## src/rtl/sha256_pkg.sv

```systemverilog
// Shared SHA-256 constants, bit functions, FSM state type and Block phase codes
// for the round engine and its message scheduler.
package sha256_pkg;

    typedef enum logic [1:0] {
        ST_IDLE  = 2'd0,
        ST_ROUND = 2'd1,
        ST_DONE  = 2'd2
    } engine_state_e;

    localparam logic [1:0] BLOCK_CLR = 2'd0;
    localparam logic [1:0] BLOCK_1   = 2'd1;
    localparam logic [1:0] BLOCK_2   = 2'd2;

    localparam logic [31:0] K [0:63] = '{
        32'h428a2f98, 32'h71374491, 32'hb5c0fbcf, 32'he9b5dba5,
        32'h3956c25b, 32'h59f111f1, 32'h923f82a4, 32'hab1c5ed5,
        32'hd807aa98, 32'h12835b01, 32'h243185be, 32'h550c7dc3,
        32'h72be5d74, 32'h80deb1fe, 32'h9bdc06a7, 32'hc19bf174,
        32'he49b69c1, 32'hefbe4786, 32'h0fc19dc6, 32'h240ca1cc,
        32'h2de92c6f, 32'h4a7484aa, 32'h5cb0a9dc, 32'h76f988da,
        32'h983e5152, 32'ha831c66d, 32'hb00327c8, 32'hbf597fc7,
        32'hc6e00bf3, 32'hd5a79147, 32'h06ca6351, 32'h14292967,
        32'h27b70a85, 32'h2e1b2138, 32'h4d2c6dfc, 32'h53380d13,
        32'h650a7354, 32'h766a0abb, 32'h81c2c92e, 32'h92722c85,
        32'ha2bfe8a1, 32'ha81a664b, 32'hc24b8b70, 32'hc76c51a3,
        32'hd192e819, 32'hd6990624, 32'hf40e3585, 32'h106aa070,
        32'h19a4c116, 32'h1e376c08, 32'h2748774c, 32'h34b0bcb5,
        32'h391c0cb3, 32'h4ed8aa4a, 32'h5b9cca4f, 32'h682e6ff3,
        32'h748f82ee, 32'h78a5636f, 32'h84c87814, 32'h8cc70208,
        32'h90befffa, 32'ha4506ceb, 32'hbef9a3f7, 32'hc67178f2
    };

    // Standard initial hash values H0..H7 (lane 1 .. lane 8).
    localparam logic [31:0] H_INIT [0:7] = '{
        32'h6a09e667, 32'hbb67ae85, 32'h3c6ef372, 32'ha54ff53a,
        32'h510e527f, 32'h9b05688c, 32'h1f83d9ab, 32'h5be0cd19
    };

    function automatic logic [31:0] rotr(input logic [31:0] x, input int n);
        return (x >> n) | (x << (32 - n));
    endfunction

    function automatic logic [31:0] big_sigma0(input logic [31:0] x);
        return rotr(x, 2) ^ rotr(x, 13) ^ rotr(x, 22);
    endfunction

    function automatic logic [31:0] big_sigma1(input logic [31:0] x);
        return rotr(x, 6) ^ rotr(x, 11) ^ rotr(x, 25);
    endfunction

    function automatic logic [31:0] small_sigma0(input logic [31:0] x);
        return rotr(x, 7) ^ rotr(x, 18) ^ (x >> 3);
    endfunction

    function automatic logic [31:0] small_sigma1(input logic [31:0] x);
        return rotr(x, 17) ^ rotr(x, 19) ^ (x >> 10);
    endfunction

    function automatic logic [31:0] ch(input logic [31:0] x, input logic [31:0] y,
                                       input logic [31:0] z);
        return (x & y) ^ (~x & z);
    endfunction

    function automatic logic [31:0] maj(input logic [31:0] x, input logic [31:0] y,
                                        input logic [31:0] z);
        return (x & y) ^ (x & z) ^ (y & z);
    endfunction

endpackage

```

## src/rtl/sha256_round_engine_if.sv

```systemverilog
// Host-side bundle of the round engine: request handshake, block data and
// the per-lane results handed to the H1..H8 accumulators.
interface sha256_round_engine_if;
    // Handshake: a request is taken on a rising edge where start=1 and ready=1;
    // start while ready=0 is ignored, and done pulses once when results update.
    logic         start;
    logic [1:0]   block_sel;
    logic [511:0] msg;
    logic [255:0] iv;
    logic         ready;
    logic [1:0]   Block;
    logic [31:0]  a_out, b_out, c_out, d_out, e_out, f_out, g_out, h_out;
    logic         done;
    logic         err;

    modport master (
        output start, block_sel, msg, iv,
        input  ready, Block, a_out, b_out, c_out, d_out, e_out, f_out, g_out, h_out,
        input  done, err
    );

    modport slave (
        input  start, block_sel, msg, iv,
        output ready, Block, a_out, b_out, c_out, d_out, e_out, f_out, g_out, h_out,
        output done, err
    );
endinterface

```

## src/rtl/sha256_msg_sched.sv

```systemverilog
// 16-word message-schedule window: slot 0 always holds W[t] for the current
// round, and each shift appends W[t+16] computed from the window contents.
module sha256_msg_sched
    import sha256_pkg::*;
(
    input  logic         clk,
    input  logic         rst,
    input  logic         load_i,
    input  logic         shift_i,
    input  logic [511:0] msg_i,
    output logic [31:0]  w_o
);

    logic [31:0] win_q [16];
    logic [31:0] win_d [16];
    logic [31:0] w_next;

    always_comb begin
        w_next = small_sigma1(win_q[14]) + win_q[9] + small_sigma0(win_q[1]) + win_q[0];
        win_d  = win_q;
        if (load_i) begin
            for (int i = 0; i < 16; i++) begin
                win_d[i] = msg_i[511 - 32*i -: 32];
            end
        end else if (shift_i) begin
            for (int i = 0; i < 15; i++) begin
                win_d[i] = win_q[i + 1];
            end
            win_d[15] = w_next;
        end
    end

    always_ff @(posedge clk) begin
        if (rst) begin
            for (int i = 0; i < 16; i++) begin
                win_q[i] <= '0;
            end
        end else begin
            win_q <= win_d;
        end
    end

    assign w_o = win_q[0];

endmodule

```

## src/rtl/sha256_round_engine.sv

```systemverilog
// SHA-256 compression core: runs ROUNDS rounds on one block and presents a..h
// plus the Block phase code to the H1..H8 accumulator bank (no feed-forward add).
module sha256_round_engine
    import sha256_pkg::*;
#(
    parameter int ROUNDS = 64
) (
    input  logic                  clk,
    input  logic                  rst,
    sha256_round_engine_if.slave  bus,
    output engine_state_e         state_o
);

    engine_state_e state_q, state_d;
    logic [6:0]    t_q, t_d;
    logic [31:0]   work_q [8];
    logic [31:0]   work_d [8];
    logic [31:0]   out_q  [8];
    logic [31:0]   out_d  [8];
    logic [1:0]    sel_q, sel_d;
    logic [1:0]    block_q, block_d;
    logic          done_q, done_d;
    logic          err_q, err_d;
    logic          sched_load, sched_shift;
    logic [31:0]   w_t, t1, t2;
    logic          req_legal;

    sha256_msg_sched u_sched (
        .clk     (clk),
        .rst     (rst),
        .load_i  (sched_load),
        .shift_i (sched_shift),
        .msg_i   (bus.msg),
        .w_o     (w_t)
    );

    // work_q index 0..7 holds a..h.
    always_comb begin
        req_legal = (bus.block_sel == BLOCK_1 && block_q == BLOCK_CLR) ||
                    (bus.block_sel == BLOCK_2 && block_q == BLOCK_1);
        t1 = work_q[7] + big_sigma1(work_q[4]) + ch(work_q[4], work_q[5], work_q[6])
           + K[t_q[5:0]] + w_t;
        t2 = big_sigma0(work_q[0]) + maj(work_q[0], work_q[1], work_q[2]);
    end

    always_comb begin
        state_d     = state_q;
        t_d         = t_q;
        work_d      = work_q;
        out_d       = out_q;
        sel_d       = sel_q;
        block_d     = block_q;
        done_d      = 1'b0;
        err_d       = 1'b0;
        sched_load  = 1'b0;
        sched_shift = 1'b0;
        case (state_q)
            ST_IDLE: begin
                if (bus.start) begin
                    if (req_legal) begin
                        for (int i = 0; i < 8; i++) begin
                            work_d[i] = bus.iv[255 - 32*i -: 32];
                        end
                        sel_d      = bus.block_sel;
                        t_d        = '0;
                        sched_load = 1'b1;
                        state_d    = ST_ROUND;
                    end else begin
                        err_d = 1'b1;
                    end
                end
            end
            ST_ROUND: begin
                sched_shift = 1'b1;
                work_d[0]   = t1 + t2;
                work_d[1]   = work_q[0];
                work_d[2]   = work_q[1];
                work_d[3]   = work_q[2];
                work_d[4]   = work_q[3] + t1;
                work_d[5]   = work_q[4];
                work_d[6]   = work_q[5];
                work_d[7]   = work_q[6];
                if (t_q == 7'(ROUNDS - 1)) begin
                    state_d = ST_DONE;
                end else begin
                    t_d = t_q + 7'd1;
                end
            end
            ST_DONE: begin
                out_d   = work_q;
                block_d = sel_q;
                done_d  = 1'b1;
                state_d = ST_IDLE;
            end
            default: state_d = ST_IDLE;
        endcase
    end

    always_ff @(posedge clk) begin
        if (rst) begin
            state_q <= ST_IDLE;
            t_q     <= '0;
            sel_q   <= BLOCK_CLR;
            block_q <= BLOCK_CLR;
            done_q  <= 1'b0;
            err_q   <= 1'b0;
            for (int i = 0; i < 8; i++) begin
                work_q[i] <= '0;
                out_q[i]  <= '0;
            end
        end else begin
            state_q <= state_d;
            t_q     <= t_d;
            sel_q   <= sel_d;
            block_q <= block_d;
            done_q  <= done_d;
            err_q   <= err_d;
            work_q  <= work_d;
            out_q   <= out_d;
        end
    end

    assign bus.ready = (state_q == ST_IDLE);
    assign bus.Block = block_q;
    assign bus.a_out = out_q[0];
    assign bus.b_out = out_q[1];
    assign bus.c_out = out_q[2];
    assign bus.d_out = out_q[3];
    assign bus.e_out = out_q[4];
    assign bus.f_out = out_q[5];
    assign bus.g_out = out_q[6];
    assign bus.h_out = out_q[7];
    assign bus.done  = done_q;
    assign bus.err   = err_q;
    assign state_o   = state_q;

endmodule

```

## src/flat_wrapper.sv

```systemverilog
// flat-port wrapper written by rule: the top's interface ports become plain ports
module sha256_round_engine_flat import sha256_pkg::*;
#(
    parameter int ROUNDS = 64
)
  (clk, rst, state_o, bus_start, bus_block_sel, bus_msg, bus_iv, bus_ready, bus_Block, bus_a_out, bus_b_out, bus_c_out, bus_d_out, bus_e_out, bus_f_out, bus_g_out, bus_h_out, bus_done, bus_err);
  sha256_round_engine_if bus_i ();
  input  logic clk;
  input  logic rst;
  output engine_state_e state_o;
  input wire logic [$bits(bus_i.start)-1:0] bus_start;
  input wire logic [$bits(bus_i.block_sel)-1:0] bus_block_sel;
  input wire logic [$bits(bus_i.msg)-1:0] bus_msg;
  input wire logic [$bits(bus_i.iv)-1:0] bus_iv;
  output wire logic [$bits(bus_i.ready)-1:0] bus_ready;
  output wire logic [$bits(bus_i.Block)-1:0] bus_Block;
  output wire logic [$bits(bus_i.a_out)-1:0] bus_a_out;
  output wire logic [$bits(bus_i.b_out)-1:0] bus_b_out;
  output wire logic [$bits(bus_i.c_out)-1:0] bus_c_out;
  output wire logic [$bits(bus_i.d_out)-1:0] bus_d_out;
  output wire logic [$bits(bus_i.e_out)-1:0] bus_e_out;
  output wire logic [$bits(bus_i.f_out)-1:0] bus_f_out;
  output wire logic [$bits(bus_i.g_out)-1:0] bus_g_out;
  output wire logic [$bits(bus_i.h_out)-1:0] bus_h_out;
  output wire logic [$bits(bus_i.done)-1:0] bus_done;
  output wire logic [$bits(bus_i.err)-1:0] bus_err;
  assign bus_i.start = bus_start;
  assign bus_i.block_sel = bus_block_sel;
  assign bus_i.msg = bus_msg;
  assign bus_i.iv = bus_iv;
  assign bus_ready = bus_i.ready;
  assign bus_Block = bus_i.Block;
  assign bus_a_out = bus_i.a_out;
  assign bus_b_out = bus_i.b_out;
  assign bus_c_out = bus_i.c_out;
  assign bus_d_out = bus_i.d_out;
  assign bus_e_out = bus_i.e_out;
  assign bus_f_out = bus_i.f_out;
  assign bus_g_out = bus_i.g_out;
  assign bus_h_out = bus_i.h_out;
  assign bus_done = bus_i.done;
  assign bus_err = bus_i.err;
  sha256_round_engine #(.ROUNDS(ROUNDS)) u_core (.clk(clk), .rst(rst), .bus(bus_i), .state_o(state_o));
endmodule
```

## config.mk

```make
export PLATFORM = sky130hd
export DESIGN_NAME = sha256_round_engine_flat
export DESIGN_NICKNAME = d
export VERILOG_FILES = /design/src/rtl/sha256_pkg.sv /design/src/rtl/sha256_round_engine_if.sv /design/src/rtl/sha256_msg_sched.sv /design/src/rtl/sha256_round_engine.sv /design/src/flat_wrapper.sv
export SDC_FILE = /design/constraint.sdc
export NUM_CORES = 2
export LEC_CHECK = 0
export BUFFER_PORTS_ARGS = -buffer_cell sky130_fd_sc_hd__buf_4
export CAP_MARGIN = 0
export CORE_ASPECT_RATIO = 0.7
export CORE_MARGIN = 1
export CORE_UTILIZATION = 35
export DETAILED_ROUTE_END_ITERATION = 10
export PLACE_DENSITY = 0.58
export SKIP_CTS_REPAIR_TIMING = 1
export SYNTH_ARGS = -nofsm -noshare
export SYNTH_HDL_FRONTEND = slang
export SYNTH_HIERARCHICAL = 1
export SYNTH_SLANG_ARGS = --single-unit
```

## constraint.sdc

```tcl
create_clock -name clk -period 8.1 [get_ports clk]
set_clock_uncertainty 0.05 [all_clocks]
set_input_delay 1.215 -clock clk [delete_from_list [all_inputs] [get_ports clk]]
set_output_delay 1.215 -clock clk [all_outputs]
set_load 0.005 [all_outputs]
```

Yosys cells after proc, flatten, opt, wreduce, memory -nomap -nowiden

Memory sizes are Yosys's and may differ from the RTL's.
Cells that the tools add are included.

Flip-flop bits (word level): 1,039
ROM bits: 2,048
Input port bits: 773
Output and inout port bits: 263
Logic and storage cells: 124
Memories: 1

Memories:

| memory          | depth | bits a word | rd ports | clocked after Yosys merged registers in | write ports | RTL line                  | RTL |
|---|---|---|---|---|---|---|---|
| (no name shown) | 64    | 32          | 1        | 0                                       | 0           | sha256_round_engine.sv:42 | `+ K[t_q[5:0]] + w_t;` |

$add $sub $neg: 11
Magnitude comparators: 1
Eq/ne operators: 10
Mux-type cells: 21
Bitwise operators: 30
Reductions and logical operators: 12

Operator list:

| kind                  | number |
|---|---|
| $mux W512             | 2 |
| $mux W256             | 2 |
| $pmux W256 S2         | 1 |
| $add A32 B32 Y32      | 10 |
| $xor A32 B32 Y32      | 9 |
| $and A32 B32 Y32      | 5 |
| $mux W32              | 2 |
| $not A32 Y32          | 1 |
| $or A10 B32 Y32       | 1 |
| $or A13 B32 Y32       | 1 |
| $or A14 B32 Y32       | 1 |
| $or A15 B32 Y32       | 1 |
| $or A19 B32 Y32       | 1 |
| $or A21 B32 Y32       | 1 |
| $or A25 B32 Y32       | 1 |
| $or A26 B32 Y32       | 1 |
| $or A30 B32 Y32       | 1 |
| $or A7 B32 Y32        | 1 |
| $xor A32 B22 Y32      | 1 |
| $xor A32 B29 Y32      | 1 |
| $mux W7               | 3 |
| $pmux W7 S2           | 1 |
| $reduce_and A3 Y1     | 3 |
| $add A7 B1 Y7 const B | 1 |
| other kinds (17)      | 33 |

Longest topological paths before layout

Depth in word-level cells: 9
Mapped depth: 35
Gate-level depth less buffers: 35

Cells and area by module

The synthesis kept the hierarchy.

Modules (own cells, without submodules):

| module              | times used | cells an instance | area each (µm²) | seq. area each (µm²) |
|---|---|---|---|---|
| sha256_round_engine | 1          | 4,209             | 33,613.5        | 10,550.1 |
| sha256_msg_sched    | 1          | 3,365             | 27,236.1        | 10,249.8 |

Worst setup path before layout

Ideal clock, no wire load.

Path type: reg2reg
Start point: register u_core.t_q[2]
End point: register u_core/work_q[255] (netlist bit)
Setup time: 0.103 ns
Arrival: 7.928 ns
Data required time: 7.947 ns
Setup slack: 0.019 ns
Stages on the path, launching flop included: 34
Buffers on the path: 3
Period minus slack after synthesis: 8.081 ns
Cells stage by stage: dfxtp_1 > clkbuf_1 > clkinv_1 > clkbuf_1 > clkbuf_1 > ha_1 > nor2b_1 > a2111oi_0 > a21oi_1 > o21ai_0 > fa_1 > inv_1 > ha_1 > inv_1 > fa_1 > nand2b_1 > a21oi_2 > o31a_1 > o21ai_0 > o21ai_0 > a21oi_1 > o21ai_0 > xor2_1 > inv_1 > fa_1 > inv_1 > ha_1 > nand3_2 > or4_4 > or4b_4 > o22ai_2 > or3_1 > a31oi_1 > a2111oi_2

Longest elaborated chain between the ends: 8

RTL lines:

| item                                         | RTL line                   | RTL |
|---|---|---|
| start, declared                              | sha256_round_engine.sv:15  | `logic [6:0] t_q, t_d;` |
| start signal, assigned                       | sha256_round_engine.sv:113 | `t_q <= t_d;` |
| $not A6 Y7 (not written as such)             | sha256_round_engine.sv:42  |  |
| $mem_v2 Z64 W32                              | -                          |  |
| $mux W32 (not written as such) (2 in series) | sha256_round_engine.sv:42  |  |
| $add A32 B32 Y32 (2 in series)               | sha256_round_engine.sv:42  |  |
| $add A32 B32 Y32                             | sha256_round_engine.sv:75  | `work_d[0] = t1 + t2;` |
| $pmux W256 S2                                | sha256_round_engine.sv:57  | `case (state_q)` |
| end signal, assigned                         | sha256_round_engine.sv:118 | `work_q <= work_d;` |
| end, declared                                | sha256_round_engine.sv:16  | `logic [31:0] work_q [8];` |

Every way passes these cells. The select of a mux whose other input is x is not followed.
A chain may end at the register's enable or synchronous reset.

Worst setup path in the final report

Start point: register u_core.t_q[0]
End point: register u_core/work_q[255] (netlist bit)

The elaborated chain is that of the path after synthesis.

==> reports/qor.yml <==
critical_path:
  crit_required_ns: 8.66
  worstSetupPathType: "register to register"
  critPathArrivalTime_ns: 8.29
  cp_slowest_cell: "or4_4"
  reg2reg_setup_slack_ns: 0.37
  crit_path_start_kind: "register"
  slowest_delay_ns: 0.50
  crit_fanout: 4
  end_kind: "register"
route:
  drc: 0
  wl_per_cell_um: 26.47
  via_per_inst: 5.425
  drt_iter0_markers: 6886
  drtAntennaViolNets: 0
  wirelength_um: 286000
  drtPass1Iterations: 6
  vias: 58613
cts:
  clockBufferDepth: 3
  cts-root-buf: "clkbuf_16"
  htreeDepth: 3
  insertion_delay_ns: 0.79
  path_clk_slew_ns: 0.06
  cts_tree: "done"
  cts.sinks: 1039
  cts_buffers: 109
placed_design:
  port-buffer-count: 1035
  gp_congestion: 0.9911
  hpwl_um: 222500
  dp_cells: 10570
finish:
  synthToLayoutAreaGrowth_pct: 23.45
  largest_reg_flops: 480
  fin_util: 0.4369
  reg_top3: "u_core/u_sched/win_q (480), u_core/work_q (256)"
  largest_register: "u_core/u_sched/win_q"
  final.fill_count: 17422
  layout_commonest_cell: "nor2_1"
  nets: 9470
  fin_cells: 10805
  final_cell_mix: "nor2_1, buf_4, dfxtp_1, a21oi_1, nand2_1"
  drive_above_1_share: 0.1882
logic_synthesis:
  async_flop_share: 0
  syn_inst: 7574
  synthTopCellsByArea: "dfxtp_1, mux2i_1, nor2_1"
  syn_avg_cell_area_um2: 8.034
  synth_warnings: 6
  syn_nets: 8685
  synth_top_flop_cell: "dfxtp_1"
  synth-edff-count: 0
  synth_top_area_cell: "dfxtp_1"
  synthesis.area_um2: 60850
  yosysTopAreaCellShare: 0.3418
  ys_types: 105
  ys_ff_latch: 1039
  ys_seq_area_frac: 0.3418
power_and_ir_drop:
  switchingPower_mw: 10.47
  power_frac_seq: 0.238
  power.internal_mw: 14.15
  p_per_area_nw_per_um2: 327.8
  combPwrFrac: 0.541
  ir_drop_v: 0.0003842
  clkPwrFrac: 0.221
  p_leak_nw: 31.90
  swShare: 0.4252
global_routing:
  antenna_found_initial: 56
  grtUsageMet3: 0.07510
  grt_pass1_vias: 53330
  grt_max_degree: 239
  use_met2: 0.4391
  grt.total_usage: 0.3097
  grt_pass1_wl_um: 393600
  top_usage_layer: "met1"
  grt_overflow: 0
  met1_usage: 0.4540
sta:
  hold_viol_final: 0
  whs_ns: 0.4054
  fin_crit_ns: 7.733
  worst_pin_slew_ns: 1.332
  tns_ns: 0
  slew_headroom: 0.1118
  slew_viol_final: 0
  fmax_ghz: 0.1293
  period_share: 0.9547
  finalSetupViolCount: 0
  rsz0062_at_grt: "false"
run:
  drv_cap: 0
floorplanning:
  fp-row-count: 127
  start_util: 0.3539
  die_area_um2: 175600
  ios: 1036
  fp.dieH_um: 350.9
  fp.coreArea_um2: 171900
  fp.dieW_um: 500.4
worst_hold_path:
  hp-class: "register to register"
outcome:
  status: "complete, no violations"
## stage by stage
stage                     setup WS (ns)  total power, mW  cell area, um2
after floorplan                 0.01903            14.17           60850
after global placement           0.1691            18.82           71220
after detailed placement         0.1171            18.85           71220
after CTS                        0.1248            24.35           75010
after global routing            0.01272            25.99           75100
final                            0.3666            24.63           75120
## worst paths after layout
kind              depth (start not counted)                               from                                end
setup reg to reg                         35         u_core/t_q[0]$_SDFFE_PP0P_    u_core/work_q[255]$_SDFFE_PP0P_
hold / removal                            2  u_core/bus.h_out[12]$_SDFFE_PP0P_  u_core/bus.h_out[12]$_SDFFE_PP0P_
hold reg to reg                           2  u_core/bus.h_out[12]$_SDFFE_PP0P_  u_core/bus.h_out[12]$_SDFFE_PP0P_
setup / recovery                         35         u_core/t_q[0]$_SDFFE_PP0P_    u_core/work_q[255]$_SDFFE_PP0P_
## logic make-up (layout without fill, tap and decap cells)
family	count (synthesis)	in the layout	synth area share
simple gates	2293	2293	0.1490
compound gates	1716	1716	0.1698
buf+inv	1089	1963	0.07139
flops	1039	1039	0.3418
mux	730	730	0.1222
xor+xnor	367	367	0.05282
fa+ha+maj	340	340	0.09290
other cells	0	35	0
## worst max-delay path: cells and delay by family, from the launching register on
family / cells / cell delay [ns]
adder cells (fa/ha/maj): 7 / 2.22
flip-flops: 1 / 0.35
AND/OR/NAND/NOR: 7 / 1.68
XOR/XNOR: 1 / 0.08
buffers and inverters: 8 / 1.01
AO/OA/AOI/OAI: 12 / 2.22
## layer usage
layer  routed length [um]  vias up
li1                     -    26995
met1               129400    28481
met2               119100     2719
met3                29190      384
met4                 8082       34
met5                  233        -
## synthesized netlist by cell type, types with 30 or more instances
| master | n |
|---|---|
| a21oi_1 | 959 |
| ha_1 | 151 |
| o211ai_1 | 30 |
| a21o_1 | 75 |
| buf_1 | 76 |
| inv_1 | 444 |
| xor2_1 | 128 |
| mux2i_1 | 689 |
| buf_4 | 34 |
| nand2_1 | 767 |
| o21ai_0 | 181 |
| clkbuf_1 | 494 |
| xnor2_1 | 239 |
| a211oi_1 | 220 |
| fa_1 | 187 |
| nor2_1 | 1334 |
| mux2_2 | 34 |
| dfxtp_1 | 1039 |
| nor3_1 | 35 |
| a311oi_1 | 34 |
## power groups by stage
stage               logic [mW]  clock network (mW)  registers, mW
finish                    13.3                5.44           5.86
global route              14.4                5.71           5.85
CTS                       13.0                5.51           5.82
detailed placement        12.9                   0           5.93
global placement          12.9                   0           5.93
floorplan                 8.60                   0           5.57
## layout make-up
class	count	area, um2	area share
well taps	2322	2905	0.03868
clock buffers	163	3253	0.04331
clock inverters	37	534.3	0.007112
repair buffers	1316	10090	0.1343
diodes	35	87.58	0.001166
inverters	447	1693	0.02254
flip-flops and latches	1039	20810	0.2770
multi-input cells	5446	35750	0.4759
Note: power is estimated with default switching activity, not from simulation.
